--- config.mk ---
export PLATFORM = sky130hd
export DESIGN_NAME = sfilt_seq_flat
export DESIGN_NICKNAME = d
export VERILOG_FILES = /design/src/rtl/sfilt_seq_pkg.sv /design/src/rtl/sfilt_seq_if.sv /design/src/rtl/sfilt_seq_line.sv /design/src/rtl/sfilt_seq.sv /design/src/flat_wrapper.sv
export SDC_FILE = /design/constraint.sdc
export NUM_CORES = 1
export LEC_CHECK = 0
export BUFFER_PORTS_ARGS = -buffer_cell sky130_fd_sc_hd__buf_2
export CELL_PAD_IN_SITES_DETAIL_PLACEMENT = 1
export CELL_PAD_IN_SITES_GLOBAL_PLACEMENT = 1
export CORE_ASPECT_RATIO = 1.4
export CORE_MARGIN = 2
export CORE_UTILIZATION = 55
export DETAILED_ROUTE_END_ITERATION = 8
export GPL_TIMING_DRIVEN = 0
export PLACE_DENSITY = 0.95
export SYNTH_ARGS = -nofsm -noshare
export SYNTH_HDL_FRONTEND = slang
export SYNTH_SLANG_ARGS = --single-unit
--- constraint.sdc ---
create_clock -name clk -period 8.7 [get_ports clk]
set_clock_uncertainty 0.2 [all_clocks]
set_input_delay 0.435 -clock clk [delete_from_list [all_inputs] [get_ports clk]]
set_output_delay 0.435 -clock clk [all_outputs]
set_load 0.02 [all_outputs]
--- src/rtl/sfilt_seq_pkg.sv ---
// sfilt_pkg: types shared by the filter command sequencer and the serial
// filter block it feeds.
//   cmd_t        - command codes carried on cmd[1:0]
//   seq_state_t  - sequencer FSM states (also exported on dbg_state)
//   shift_word() - formats the shift amount as the h operand of CMD_SHIFT
package sfilt_pkg;

   typedef enum logic [1:0] {
      CMD_FIRST = 2'd0,   // acc = q*h
      CMD_MAC   = 2'd1,   // acc += q*h
      CMD_SHIFT = 2'd2,   // acc >>= h (rounded)
      CMD_OUT   = 2'd3    // emit acc, clear
   } cmd_t;

   typedef enum logic [2:0] {
      S_IDLE  = 3'd0,
      S_CMD0  = 3'd1,
      S_MAC   = 3'd2,
      S_GAP1  = 3'd3,
      S_SHIFT = 3'd4,
      S_GAP2  = 3'd5,
      S_OUT   = 3'd6
   } seq_state_t;

   function automatic logic [31:0] shift_word(input logic [6:0] s);
      return {25'b0, s};
   endfunction

endpackage

--- src/rtl/sfilt_seq_if.sv ---
// sfilt_seq_if: host/filter-side bundle of the filter command sequencer.
//
// Handshake semantics:
//   - A sample on din transfers on a rising clk edge where pushin=1 and
//     stopin=0. stopin is registered (it is the hold-register-full flag),
//     so a source may sample it before the edge and decide to push.
//   - A coefficient write is offered for exactly the cycles cpush=1; it has
//     no back-pressure. A rejected write is reported by a one-cycle cerr
//     pulse in the cycle after the offer.
//   - pushout=1 marks a valid command beat on cmd/q/h. There is no ready:
//     the filter takes every beat. With pushout=0, cmd/q/h hold their last
//     values and carry no meaning.
//
// Modports:
//   slave  - the sequencer (consumes samples/coefficients, produces commands)
//   master - the host/bench side
interface sfilt_seq_if #(
   parameter int NTAPS = 8
);
   localparam int AW = $clog2(NTAPS);

   logic          pushin;
   logic          stopin;
   logic [31:0]   din;
   logic          cpush;
   logic [AW-1:0] caddr;
   logic [31:0]   cdata;
   logic          cerr;
   logic [6:0]    shamt;
   logic          pushout;
   logic [1:0]    cmd;
   logic [31:0]   q;
   logic [31:0]   h;
   logic          busy;

   modport slave (
      input  pushin, din, cpush, caddr, cdata, shamt,
      output stopin, cerr, pushout, cmd, q, h, busy
   );

   modport master (
      output pushin, din, cpush, caddr, cdata, shamt,
      input  stopin, cerr, pushout, cmd, q, h, busy
   );

endinterface

--- src/rtl/sfilt_seq_line.sv ---
// sfilt_seq_line: NTAPS x 32 sample delay line for the command sequencer.
//
// Ports:
//   clk, rst  - clock; asynchronous active-low reset (clears every entry)
//   wr_en     - frame start: store wr_data at wptr and seed the read
//               pointer with the frame's write position
//   wr_data   - the new sample x[n]
//   rd_step   - consume the presented read word and step one tap older
//   wp_adv    - advance the write pointer (once per frame)
//   rd_data   - line[(rd_ptr - 1) mod NTAPS], i.e. the next older sample
//
// NTAPS need not be a power of two, so both pointers wrap by compare
// rather than by masking.
module sfilt_seq_line
   import sfilt_pkg::*;
#(
   parameter  int NTAPS = 8,
   localparam int AW    = $clog2(NTAPS)
) (
   input  logic        clk,
   input  logic        rst,
   input  logic        wr_en,
   input  logic [31:0] wr_data,
   input  logic        rd_step,
   input  logic        wp_adv,
   output logic [31:0] rd_data
);

   localparam logic [AW-1:0] LAST = AW'(NTAPS - 1);

   logic [31:0]   line_q [NTAPS];
   logic [AW-1:0] wptr;
   logic [AW-1:0] rd_ptr;
   logic [AW-1:0] rd_addr;

   function automatic logic [AW-1:0] wrap_inc(input logic [AW-1:0] p);
      return (p == LAST) ? '0 : p + AW'(1);
   endfunction

   function automatic logic [AW-1:0] wrap_dec(input logic [AW-1:0] p);
      return (p == '0) ? LAST : p - AW'(1);
   endfunction

   // rd_ptr points at the tap most recently handed out; the word on
   // rd_data is always the one just older than that.
   assign rd_addr = wrap_dec(rd_ptr);
   assign rd_data = line_q[rd_addr];

   always_ff @(posedge clk or negedge rst) begin
      if (!rst) begin
         for (int i = 0; i < NTAPS; i++) begin
            line_q[i] <= '0;
         end
         wptr   <= '0;
         rd_ptr <= '0;
      end else begin
         if (wr_en) begin
            line_q[wptr] <= wr_data;
            rd_ptr       <= wptr;
         end else if (rd_step) begin
            rd_ptr <= rd_addr;
         end
         if (wp_adv) begin
            wptr <= wrap_inc(wptr);
         end
      end
   end

endmodule

--- src/rtl/sfilt_seq.sv ---
// sfilt_seq: command sequencer in front of the serial filter block.
//
// Takes one sample per frame through a one-entry hold register, keeps an
// NTAPS-deep delay line and an NTAPS-entry coefficient RAM, and for every
// sample emits: CMD_FIRST, NTAPS-1 x CMD_MAC, GAP idle cycles, CMD_SHIFT,
// GAP idle cycles, CMD_OUT. A frame lasts NTAPS + 2 + 2*GAP cycles and
// frames run back to back when the next sample is already held.
//
// Ports:
//   clk        - clock, rising edge
//   rst        - asynchronous active-low reset; aborts any frame
//   bus        - sfilt_seq_if.slave: pushin/stopin/din sample input,
//                cpush/caddr/cdata/cerr coefficient writes, shamt,
//                pushout/cmd/q/h command stream, busy
//   dbg_state  - current FSM state
module sfilt_seq
   import sfilt_pkg::*;
#(
   parameter int NTAPS = 8,
   parameter int GAP   = 3
) (
   input  logic        clk,
   input  logic        rst,
   sfilt_seq_if.slave  bus,
   output seq_state_t  dbg_state
);

   localparam int            AW       = $clog2(NTAPS);
   localparam logic [AW-1:0] LAST_K   = AW'(NTAPS - 1);
   localparam logic [AW:0]   NTAPS_W  = (AW + 1)'(NTAPS);
   localparam logic [3:0]    GAP_LOAD = (GAP > 0) ? 4'(GAP - 1) : 4'd0;

   seq_state_t    state, state_d;
   logic [AW-1:0] k, k_d, k_nxt;
   logic [3:0]    gap_cnt, gap_d;

   logic          po_r, po_d;
   cmd_t          cmd_r, cmd_d;
   logic [31:0]   q_r, q_d;
   logic [31:0]   h_r, h_d;

   logic          hold_full;
   logic [31:0]   hold_data;
   logic [6:0]    shamt_q;
   logic          cerr_r;
   logic [31:0]   coef [NTAPS];

   logic          frame_start;
   logic          rd_step;
   logic          wp_adv;
   logic [31:0]   line_rd;
   logic          accept;
   logic          coef_ok;

   assign k_nxt = k + AW'(1);

   // ------------------------------------------------------------------
   // FSM next state. Command outputs are registered: each branch loads
   // the beat that belongs to the state being entered, so pushout/cmd/
   // q/h line up with dbg_state in the same cycle.
   // ------------------------------------------------------------------
   always_comb begin
      state_d     = state;
      k_d         = k;
      gap_d       = gap_cnt;
      po_d        = 1'b0;
      cmd_d       = cmd_r;
      q_d         = q_r;
      h_d         = h_r;
      frame_start = 1'b0;
      rd_step     = 1'b0;
      wp_adv      = 1'b0;

      case (state)
         S_IDLE, S_OUT: begin
            if (hold_full) begin
               frame_start = 1'b1;
               state_d     = S_CMD0;
               po_d        = 1'b1;
               cmd_d       = CMD_FIRST;
               q_d         = hold_data;   // x[n] bypasses the line
               h_d         = coef[0];
            end else begin
               state_d = S_IDLE;
            end
         end

         S_CMD0: begin
            rd_step = 1'b1;
            wp_adv  = 1'b1;
            k_d     = AW'(1);
            state_d = S_MAC;
            po_d    = 1'b1;
            cmd_d   = CMD_MAC;
            q_d     = line_rd;
            h_d     = coef[1];
         end

         S_MAC: begin
            if (k == LAST_K) begin
               if (GAP > 0) begin
                  state_d = S_GAP1;
                  gap_d   = GAP_LOAD;
               end else begin
                  state_d = S_SHIFT;
                  po_d    = 1'b1;
                  cmd_d   = CMD_SHIFT;
                  q_d     = '0;
                  h_d     = shift_word(shamt_q);
               end
            end else begin
               rd_step = 1'b1;
               k_d     = k_nxt;
               po_d    = 1'b1;
               cmd_d   = CMD_MAC;
               q_d     = line_rd;
               h_d     = coef[k_nxt];
            end
         end

         S_GAP1: begin
            if (gap_cnt == 4'd0) begin
               state_d = S_SHIFT;
               po_d    = 1'b1;
               cmd_d   = CMD_SHIFT;
               q_d     = '0;
               h_d     = shift_word(shamt_q);
            end else begin
               gap_d = gap_cnt - 4'd1;
            end
         end

         S_SHIFT: begin
            if (GAP > 0) begin
               state_d = S_GAP2;
               gap_d   = GAP_LOAD;
            end else begin
               state_d = S_OUT;
               po_d    = 1'b1;
               cmd_d   = CMD_OUT;
               q_d     = '0;
               h_d     = '0;
            end
         end

         S_GAP2: begin
            if (gap_cnt == 4'd0) begin
               state_d = S_OUT;
               po_d    = 1'b1;
               cmd_d   = CMD_OUT;
               q_d     = '0;
               h_d     = '0;
            end else begin
               gap_d = gap_cnt - 4'd1;
            end
         end

         default: begin
            state_d = S_IDLE;
         end
      endcase
   end

   always_ff @(posedge clk or negedge rst) begin
      if (!rst) begin
         state   <= S_IDLE;
         k       <= '0;
         gap_cnt <= '0;
         po_r    <= 1'b0;
         cmd_r   <= CMD_FIRST;
         q_r     <= '0;
         h_r     <= '0;
      end else begin
         state   <= state_d;
         k       <= k_d;
         gap_cnt <= gap_d;
         po_r    <= po_d;
         cmd_r   <= cmd_d;
         q_r     <= q_d;
         h_r     <= h_d;
      end
   end

   // ------------------------------------------------------------------
   // Hold register, shift-amount latch and coefficient RAM.
   // A frame start always finds the hold full, so stopin is 1 in that
   // cycle and acceptance and clearing never coincide.
   // ------------------------------------------------------------------
   assign accept  = bus.pushin && !hold_full;
   assign coef_ok = bus.cpush && (state == S_IDLE) && !frame_start &&
                    ({1'b0, bus.caddr} < NTAPS_W);

   always_ff @(posedge clk or negedge rst) begin
      if (!rst) begin
         hold_full <= 1'b0;
         hold_data <= '0;
         shamt_q   <= '0;
         cerr_r    <= 1'b0;
         for (int i = 0; i < NTAPS; i++) begin
            coef[i] <= '0;
         end
      end else begin
         if (frame_start) begin
            hold_full <= 1'b0;
            shamt_q   <= bus.shamt;
         end else if (accept) begin
            hold_full <= 1'b1;
            hold_data <= bus.din;
         end
         cerr_r <= bus.cpush && !coef_ok;
         if (coef_ok) begin
            coef[bus.caddr] <= bus.cdata;
         end
      end
   end

   sfilt_seq_line #(
      .NTAPS (NTAPS)
   ) u_line (
      .clk     (clk),
      .rst     (rst),
      .wr_en   (frame_start),
      .wr_data (hold_data),
      .rd_step (rd_step),
      .wp_adv  (wp_adv),
      .rd_data (line_rd)
   );

   assign bus.stopin  = hold_full;
   assign bus.cerr    = cerr_r;
   assign bus.pushout = po_r;
   assign bus.cmd     = cmd_r;
   assign bus.q       = q_r;
   assign bus.h       = h_r;
   assign bus.busy    = (state != S_IDLE);
   assign dbg_state   = state;

endmodule

--- src/flat_wrapper.sv ---
// flat-port wrapper written by rule: the top's interface ports become plain ports
module sfilt_seq_flat import sfilt_pkg::*;
#(
   parameter int NTAPS = 8,
   parameter int GAP   = 3
)
  (clk, rst, dbg_state, bus_pushin, bus_din, bus_cpush, bus_caddr, bus_cdata, bus_shamt, bus_stopin, bus_cerr, bus_pushout, bus_cmd, bus_q, bus_h, bus_busy);
  sfilt_seq_if #(.NTAPS(NTAPS)) bus_i ();
  input  logic clk;
  input  logic rst;
  output seq_state_t dbg_state;
  input wire logic [$bits(bus_i.pushin)-1:0] bus_pushin;
  input wire logic [$bits(bus_i.din)-1:0] bus_din;
  input wire logic [$bits(bus_i.cpush)-1:0] bus_cpush;
  input wire logic [$bits(bus_i.caddr)-1:0] bus_caddr;
  input wire logic [$bits(bus_i.cdata)-1:0] bus_cdata;
  input wire logic [$bits(bus_i.shamt)-1:0] bus_shamt;
  output wire logic [$bits(bus_i.stopin)-1:0] bus_stopin;
  output wire logic [$bits(bus_i.cerr)-1:0] bus_cerr;
  output wire logic [$bits(bus_i.pushout)-1:0] bus_pushout;
  output wire logic [$bits(bus_i.cmd)-1:0] bus_cmd;
  output wire logic [$bits(bus_i.q)-1:0] bus_q;
  output wire logic [$bits(bus_i.h)-1:0] bus_h;
  output wire logic [$bits(bus_i.busy)-1:0] bus_busy;
  assign bus_i.pushin = bus_pushin;
  assign bus_i.din = bus_din;
  assign bus_i.cpush = bus_cpush;
  assign bus_i.caddr = bus_caddr;
  assign bus_i.cdata = bus_cdata;
  assign bus_i.shamt = bus_shamt;
  assign bus_stopin = bus_i.stopin;
  assign bus_cerr = bus_i.cerr;
  assign bus_pushout = bus_i.pushout;
  assign bus_cmd = bus_i.cmd;
  assign bus_q = bus_i.q;
  assign bus_h = bus_i.h;
  assign bus_busy = bus_i.busy;
  sfilt_seq #(.NTAPS(NTAPS), .GAP(GAP)) u_core (.clk(clk), .rst(rst), .bus(bus_i), .dbg_state(dbg_state));
endmodule
After elaboration in Yosys (flattened, before gate mapping)
Index checks and enable logic that the tools add are counted.
W data, S select, Z words.

operators by class
  reductions and logical operators = 27
  $lt $le $gt $ge = 6
  shift-type cells = 0
  add/subtract/negate cells = 4
  multipliers = 0
  bitwise logic cells = 5
  div/mod/pow operators = 0
  mux-type cells = 48
  equal/unequal tests = 15

operator list
  cell                   count
  $bwmux W256            2
  $mux W32               12
  $bmux W32 S3           2
  $demux W32 S3          2
  $pmux W32 S5           1
  $pmux W32 S4           1
  $mux W3                8
  $pmux W3 S6            1
  $ge A4 B4 Y1 const B   4
  $not A3 Y4             4
  $eq A3 B3 Y1 const B   5
  $pmux W4 S3            1
  $ne A2 B1 Y1 const B   5
  $pmux W2 S5            1
  $lt A4 B1 Y1 const B   2
  $mux W1                8
  $mux W2                4
  $mux W4                2
  $add A3 B1 Y3 const B  2
  $eq A3 B2 Y1 const B   2
  $logic_and A1 B1 Y1    6
  $logic_not A3 Y1       2
  $pmux W3 S2            1
  $reduce_and A3 Y1      2
  17 further kinds       25

storage, ports and cells
  memory bits (read-only) = 0
  output and inout bits = 73
  RAM bits = 0
  word-level logic and storage cells = 134
  memories = 0
  latch bits = 0
  input port bits = 78
  flip-flop bits (word level) = 636

Depth between registers and ports, before layout
Gate-level depths: netlist of the first run.

  depth after elaboration = 8
  depth in mapped cells = 13
  depth with buffers taken out = 7

Modules after synthesis
Synthesis of the first run repeated with hierarchy kept, for this count alone.

unflattened totals
  cells, all modules = 2018
  area total of the unflattened synthesis = 29328.1 µm²

by module, submodules not included
  module          area an instance (µm²)  cells an instance  sequential area each (µm²)  instances
  sfilt_seq       17429.2                 1325               9359.0                      1
  sfilt_seq_line  11898.9                 693                6556.3                      1

Worst setup path before layout of the first run
Ideal clock, no wire load.

  path type = flip-flop to flip-flop
  from = register u_core.u_line.rd_ptr[0]
  to = register u_core.q_r[14] (netlist: u_core.bus.q[14])
  period minus slack after synthesis = 3.533 ns
  data required time = 8.410 ns
  library setup time = 0.090 ns
  data arrival time = 3.243 ns
  cell stages (with the launch flop) = 14
  path slack = 5.167 ns
  cell sequence = dfrtp_1 > clkbuf_1 > buf_1 > inv_1 > ha_1 > ha_1 > clkbuf_1 > inv_2 > buf_2 > buf_2 > clkbuf_1 > nand3_1 > o221a_2 > o221ai_1

between the ends
  longest elaborated chain between the ends = 8

ends and longest elaborated chain
  what                                               line                  text
  from (decl)                                        sfilt_seq_line.sv:33  logic [AW-1:0] rd_ptr;
  from (signal assigned)                             sfilt_seq_line.sv:59  rd_ptr <= wptr;
  from (signal assigned)                             sfilt_seq_line.sv:61  rd_ptr <= rd_addr;
  $sub A3 B1 Y3 or $logic_not A3 Y1 (tied branches)  sfilt_seq_line.sv:41  return (p == '0) ? LAST : p - AW'(1);
  $mux W3 (*)                                        sfilt_seq_line.sv:41
  $not A3 Y4 (not written as such) (*)               sfilt_seq_line.sv:47  assign rd_data = line_q[rd_addr];
  $bmux W32 S3 (*)                                   sfilt_seq_line.sv:47
  $mux W32 (not written as such) (*) (2 in series)   sfilt_seq_line.sv:47
  $mux W32                                           sfilt_seq.sv:100      if (k == LAST_K) begin
  $pmux W32 S4 (*)                                   sfilt_seq.sv:74       case (state)
  to (signal assigned)                               sfilt_seq.sv:179      q_r <= q_d;
  to (decl)                                          sfilt_seq.sv:39       logic [31:0] q_r, q_d;

Every way passes the cells marked *; elsewhere a longest branch is shown, timed or not. The select of a mux whose other input is x is not followed.
A chain may end at the register's enable or synchronous reset.

Final worst setup path of the first run
Ends and elaborated chain as after synthesis.

==> metrics.md, run 1 <==
| Metric | Value |
|---|---|
| Outcome | `complete, but fails checks` |
| Failing checks | `design-rule violations, max-capacitance violations, max-slew violations` |
| Cell Area, Synth | `around 29000 sq um` |
| Final hold vios | `0` |
| Row cnt | `100` |
| Final worst slack | `between 2 and 3 ns` |
| HPWL after DPL | `roughly 65000 microns` |
| Flop and latch count out of synthesis | `636` |
| Layout cells sized above 1 | `0.386` |
| CP max-delay cell | `buf_1` |
| Power Density | `474 nW/um^2` |
| Largest fanout on the critical path | `10` |
| Clk buf depth | `3` |
| Slew margin rel. | `-0.0449` |
| TritonCTS Buffers | `60` |
| Post-Place Setup Slack | `between 3 and 4 ns` |
| Max-Cap Viols | `1` |
| Crit path launch type | `flop` |
| Total power | `16.1 mW` |
| Area leader, netlist | `dfrtp_1` |
| Die ar. | `55300 sq um` |
| Global-route wire length before repair | `177000 microns` |
| Fill cell count | `4987` |
| Die X | `between 150 and 200 microns` |
| Pin count of the biggest net entering global routing | `between 100 and 150` |
| Placer Congestion | `0.903` |
| Yosys top cell area share | `0.542` |
| Residual DRC | `12` |
| Clk sinks | `636` |
| CP top delay family | `buffers and inverters` |
| Seq/Total Area, Yosys | `0.542` |
| Vias in the first global route | `25900` |
| Net count reported at finish | `2526` |
| Number of routed nets with antenna violations | `0` |
| RSZ-0062 raised after global routing | `no` |
| Routed WL | `118000 microns` |
| Initial antenna violation count | `26` |
| Buf/Inv on CP | `8` |
| Grt ovf | `0` |
| GR Util All Layers | `0.446` |
| Syn Nets | `2237` |
| Fin crit share | `0.687` |
| Final std cells w/o fill | `3220` |
| Die Ht | `278 microns` |
| Unique masters post-synth | `57` |
| Synth warnings | `0` |
| Synth Instances | `~2200` |
| Post-route design area | `approximately 34000 sq um` |
| DP Area | `between 30000 and 40000 sq um` |
| Initial core utilization | `0.554` |
| Area delta synth->final | `15.9%` |
| CTS tree | `yes` |
| Clk_lat worst skew | `between 0.6 and 0.7 ns` |
| Dpl cells | `3018` |
| Max Clk Rate | `approximately 170 MHz` |
| CP Data Required Time | `approximately 9 ns` |
| Critical path, cell by cell | `clkbuf_1 -> buf_1 -> inv_1 -> ha_1 -> ha_1 -> clkbuf_1 -> inv_2 -> buf_2 -> buf_2 -> clkbuf_1 -> nand3_1 -> o221a_2 -> o221ai_1` |
| Measured slew at the worst slew-check pin | `roughly 1.6 ns` |
| Clock transition at path regs | `0.07 ns` |
| Nature of the critical path endpoint | `flop` |
| Asr flop ratio synth | `1.00` |
| Htree depth | `2` |
| Core ar. | `~53000 sq um` |
| DRT iter0 DRCs | `approximately 2500` |
| PortBufs | `roughly 150` |
| Routed vias | `23000` |
| Hold WC Path Type | `primary input to asynchronous set/reset pin` |
| Vias per std cell | `7.13` |
| CP max stage delay | `0.82 ns` |
| PostCTS Resize Cnt | `0` |
| Most common cell type on the critical path | `clkbuf_1` |
| Final min period | `5.97 ns` |
| Post-synth EDFFs | `0` |
| CTS Root Cell | `clkbuf_16` |
| Pleak | `15.7 nW` |
| Setup-failing EPs final | `0` |
| Final Max Tran Viols | `6` |
| Crit path kind | `flop to flop` |
| Drt pass-1 iters | `9` |
| Most used flip-flop cell after synthesis | `dfrtp_1` |
| Critical path arrival | `6.28 ns` |
| Avg WL per Cell | `36.7 microns` |
| Syn_area_per_cell | `approximately 14 sq um` |
| Area contributors post-synth | `dfrtp_1, mux2_2, mux4_2` |
| Final hold slack | `0.120 ns` |
| IR drop worst, VDD | `270 uV` |
| Top Ports | `151` |
## logic make-up (layout without fill, tap and decap cells)
group                      Yosys count  count (layout)  synth area share
AOI/OAI and AO/OA                  270             270            0.0643
xor gates and xnor gates             3               3          0.000894
adders and majority gates            8               8           0.00341
buffers and inverters              224             561            0.0322
DFF                                636             636             0.542
muxes                              699             699             0.298
other                                0              18                 0
and+or+nand+nor                    311             311            0.0593
## where the power goes
group / switching, mW / internal [mW]
sequential: 1.09 / 4.32
combinational: 4.87 / 2.95
clock: 1.28 / 1.64
## path summary, 6_finish.rpt
kind,end,from,cells past startpoint,slack (ns)
setup reg to reg,u_core.bus.q[14],u_core.u_line.rd_ptr[0],13,2.73
hold reg to reg,u_core.bus.cmd[1],u_core.bus.cmd[1],1,0.29
setup / recovery,u_core.bus.q[14],u_core.u_line.rd_ptr[0],13,2.73
hold / removal,u_core.coef[78],rst,2,0.12
max in group asynchronous,u_core.u_line.line_q[216],rst,5,6.07
min in group clk,u_core.bus.cmd[1],u_core.bus.cmd[1],1,0.29
## layout make-up
type                    instances  area [sq um]  area share
inverters                      26          97.6     0.00287
well taps                     714           893      0.0262
plain buffers                 198           851      0.0250
diodes                         18          45.0     0.00132
repair buffers                227          1630      0.0478
clock buffers                  88          1760      0.0516
multi-input cells            1291         12500       0.368
flip-flops and latches        636         15900       0.467
clock inverters                22           334     0.00981
## cells in the final DEF (no fill, tap or decap), types with 11 or more instances in the layout
master and instances:
nor3_1 43, buf_2 187, mux2i_1 65, inv_1 25, a31oi_1 42, nor2_1 39, nand2b_1 44, nand2_1 54
nor2b_1 40, o21ai_0 22, buf_1 51, dlygate4sd3_1 74, mux4_2 87, diode_2 18, a221oi_1 26, or2_2 21
o221a_2 15, o211ai_1 16, mux2_1 20, clkbuf_16 61, o221ai_1 15, dfrtp_1 636, clkinv_2 11, clkbuf_8 13
a21oi_1 56, mux2_2 527, a22oi_1 44, clkbuf_1 111, nand3_1 19
## cell usage after synthesis (all sizes together) (3+ instances only)
library cell	number
a21oi	56
dfrtp	636
and2	9
and3	8
mux2i	65
a211oi	9
a221oi	26
o211ai	16
nand3	19
nand3b	10
o2bb2ai	7
or2	21
nor3b	6
buf	100
a22oi	44
o221ai	15
nand4b	3
nor2b	40
a31oi	42
ha	8
mux4	87
nand2	54
nor4b	4
nand2b	44
o21ai	22
mux2	547
nor3	44
nor2	40
o22ai	10
clkbuf	98
inv	26
o221a	15
## through the flow
stage                      TNS, ns  utilization
after floorplan                  0            -
after global placement    -3311.60        0.585
after detailed placement         0        0.588
after CTS                        0        0.641
after global routing             0        0.641
final                            0        0.642
## sequential cells by signal, indices dropped and copies added (netlist names), 2 cells and up
register	flops
u_core.shamt_q	7
u_core.coef	256
u_core.bus.q	32
u_core.hold_data	32
u_core.u_line.wptr	3
u_core.dbg_state	3
u_core.u_line.line_q	256
u_core.k	3
u_core.bus.h	32
u_core.bus.cmd	2
u_core.gap_cnt	4
u_core.u_line.rd_ptr	3
## repair_timing
action | CTS | global route
setup buffers | 0 | 0
hold endpoints to repair | 350 | 0
hold buffers | 74 | 0
## metal layers
layer	global-route usage	routed length, microns	part of all wire
met3	0.207	12900	0.11
met1	0.456	36700	0.31
met2	0.687	56200	0.48
met5	0.00994	128	0.0011
met4	0.378	12100	0.10
No activity file was read; power rests on OpenSTA's default activity.
==> inputs of run 2 (changes only) <==
- CORE_UTILIZATION: 55 -> 51
- PLACE_DENSITY: 0.95 -> 0.89
- clock period: 8.7 -> 5.9 ns (I/O delays scaled with it)
==> run 2 against run 1 <==
The run now ends clean. Cell count up 0.56%. Combinational power up 36%. Critical path depth unchanged. Setup slack worse by 2.2 ns. First-iteration DRC count down 25%. Clock power up 46%. Final area up 0.16%. Non-clock buffer count up 2. Sequential power up 42%.
==> metrics.md, run 2 (synthesis results as in run 1) <==
| Metric | Value |
|---|---|
| Post-Place Setup Slack | `0.539 ns` |
| Avg WL per Cell | `31.2 microns` |
| Number of routed nets with antenna violations | `0` |
| HPWL after DPL | `63500 microns` |
| Critical path, cell by cell | `clkbuf_1 -> clkbuf_2 -> inv_1 -> ha_1 -> ha_1 -> clkbuf_1 -> inv_2 -> buf_2 -> buf_2 -> clkbuf_1 -> nand3_1 -> o221a_2 -> o221ai_1` |
| Register area | `15900 sq um` |
| Routed WL | `slightly above 100000 microns` |
| Final min period | `5.36 ns` |
| Drt pass-1 iters | `6` |
| Placer Congestion | `0.880` |
| CTS tree | `yes` |
| Most common cell type on the critical path | `clkbuf_1` |
| Initial antenna violation count | `5` |
| Pin count of the biggest net entering global routing | `127` |
| Most common cell after layout, fill and taps aside | `dfrtp_1` |
| DRT iter0 DRCs | `1849` |
| Clock transition at path regs | `0.06 ns` |
| GR Util All Layers | `0.347` |
| Die ar. | `59600 sq um` |
| TritonCTS Buffers | `66` |
| Final worst slack | `roughly 0.54 ns` |
| Final hold vios | `0` |
| Grt ovf | `0` |
| Area delta synth->final | `16.1%` |
| CP Capture Point | `u_core.bus.q[27]` |
| Pleak | `15.7 nW` |
| Global-route wire length before repair | `152000 microns` |
| Crit path launch type | `flop` |
| Outcome | `complete, no violations` |
| Dpl cells | `3047` |
| Nature of the critical path endpoint | `flop` |
| Multi-input logic area | `12500 sq um` |
| Worst R2R Path Depth | `13` |
| Worst r2r dst | `u_core.bus.q[27]` |
| Clk sinks | `636` |
| Final std cells w/o fill | `3238` |
| Worst R2R Setup Slack | `0.54 ns` |
| RSZ-0062 raised after global routing | `no` |
| Fill cell count | `between 5000 and 6000` |
| Final setup TNS | `0 ns` |
| Top Ports | `151` |
| Fin crit share | `0.909` |
| Power Density | `661 nW/um^2` |
| Vias in the first global route | `24000` |
| Routed vias | `21100` |
| Setup-failing EPs final | `0` |
| CP Data Required Time | `6.21 ns` |
| Core ar. | `57300 sq um` |
| Layout cells sized above 1 | `0.387` |
| Max-Cap Viols | `0` |
| Die Ht | `a little under 300 microns` |
| CP max-delay cell | `clkbuf_1` |
| CTS Root Cell | `clkbuf_16` |
| Clk_lat worst skew | `0.62 ns` |
| Clk buf depth | `3` |
| Crit path kind | `flop to flop` |
| Measured slew at the worst slew-check pin | `1.37 ns` |
| IR drop worst, VDD | `460 uV` |
| R2R Path Start | `u_core.u_line.rd_ptr[0]` |
| CP max stage delay | `0.67 ns` |
| Initial core utilization | `0.513` |
| Vias per std cell | `6.53` |
| Hold WC Path Type | `primary input to asynchronous set/reset pin` |
| Residual DRC | `0` |
| Crit. Startpoint | `u_core.u_line.rd_ptr[0]` |
| Regs by FF count | `u_core.coef (256), u_core.u_line.line_q (256)` |
| Largest fanout on the critical path | `10` |
| PortBufs | `148` |
| Max Clk Rate | `around 190 MHz` |
| Slew margin rel. | `0.0839` |
| Most frequent cells in the layout | `dfrtp_1, mux2_2, buf_2` |
| Critical path arrival | `5.67 ns` |
| Htree depth | `3` |
| Final Max Tran Viols | `0` |
| Row cnt | `104` |
| Die X | `207 microns` |
| Net count reported at finish | `2534` |
## run 2: cell count changes in the layout (fill, tap and decap cells not counted), moves of 2 or more
cell       delta
clkbuf_16     +8
clkinv_2      -3
inv_6         +2
clkinv_4      +2
diode_2      -17
bufinv_16     -5
clkbuf_1      +3
## run 2: timing repair
item                       in CTS  in global routing
gates resized for setup         0                  1
hold endpoints to repair      494                  0
hold buffers                   74                  0
setup buffers                   0                  0
setup endpoints to repair       0                  2
## run 2: worst min path at each step
| stage | startpoint | endpoint | slack [ns] | cells after the start |
|---|---|---|---|---|
| after floorplan | rst | u_core.bus.cerr | -0.20 | 0 |
| after global placement | u_core.gap_cnt[1] | u_core.gap_cnt[1] | 0.26 | 1 |
| after detailed placement | rst | u_core.coef[14] | 0.06 | 1 |
| after CTS | rst | u_core.coef[78] | 0.03 | 2 |
| after global routing | rst | u_core.coef[78] | 0.1 | 2 |
| final | rst | u_core.coef[78] | 0.04 | 2 |
## run 2: power by group
part	internal [mW]	total, mW	leakage [nW]	switching [mW]
Combinational	4.34	10.6	6.46	6.29
Sequential	6.37	7.69	8.18	1.32
Clock	2.44	4.25	1.05	1.81
Total	13.1	22.6	15.7	9.42
## run 2: final cells by class
class	instances	share of cell area
Inverter	26	0.00286
Clock inverter	17	0.00528
Timing Repair Buffer	229	0.0480
Sequential cell	636	0.466
Buffer	198	0.0249
Antenna cell	1	0.0000733
Tap cell	742	0.0272
Multi-Input combinational cell	1291	0.368
Clock buffer	98	0.0576
## run 2: critical path, delay by kind of cell, from the launching register on
kind	cells	cell delay [ns]
buf+inv	8	3.50
simple gates	1	0.26
fa+ha+maj	2	0.54
compound gates	2	0.41
flops	1	0.33
## run 2: stage by stage
stage                     total power [mW]  hold WS, ns   util  cell area, sq um
after floorplan                       13.9       -0.201      -             29400
after global placement                16.7        0.259  0.542             31100
after detailed placement              17.6       0.0624  0.545             31200
after CTS                             22.2       0.0277  0.596             34100
after global routing                  23.5       0.0960  0.596             34100
final                                 22.6       0.0376  0.596             34100
## run 2: layer usage
metal / global-route usage / wire [microns] / vias up
li1: - / - / 8478
met1: 0.373 / 34400 / 11100
met2: 0.608 / 52600 / 1141
met3: 0.0743 / 7150 / 451
met4: 0.231 / 6970 / 6
met5: 0 / 39 / -
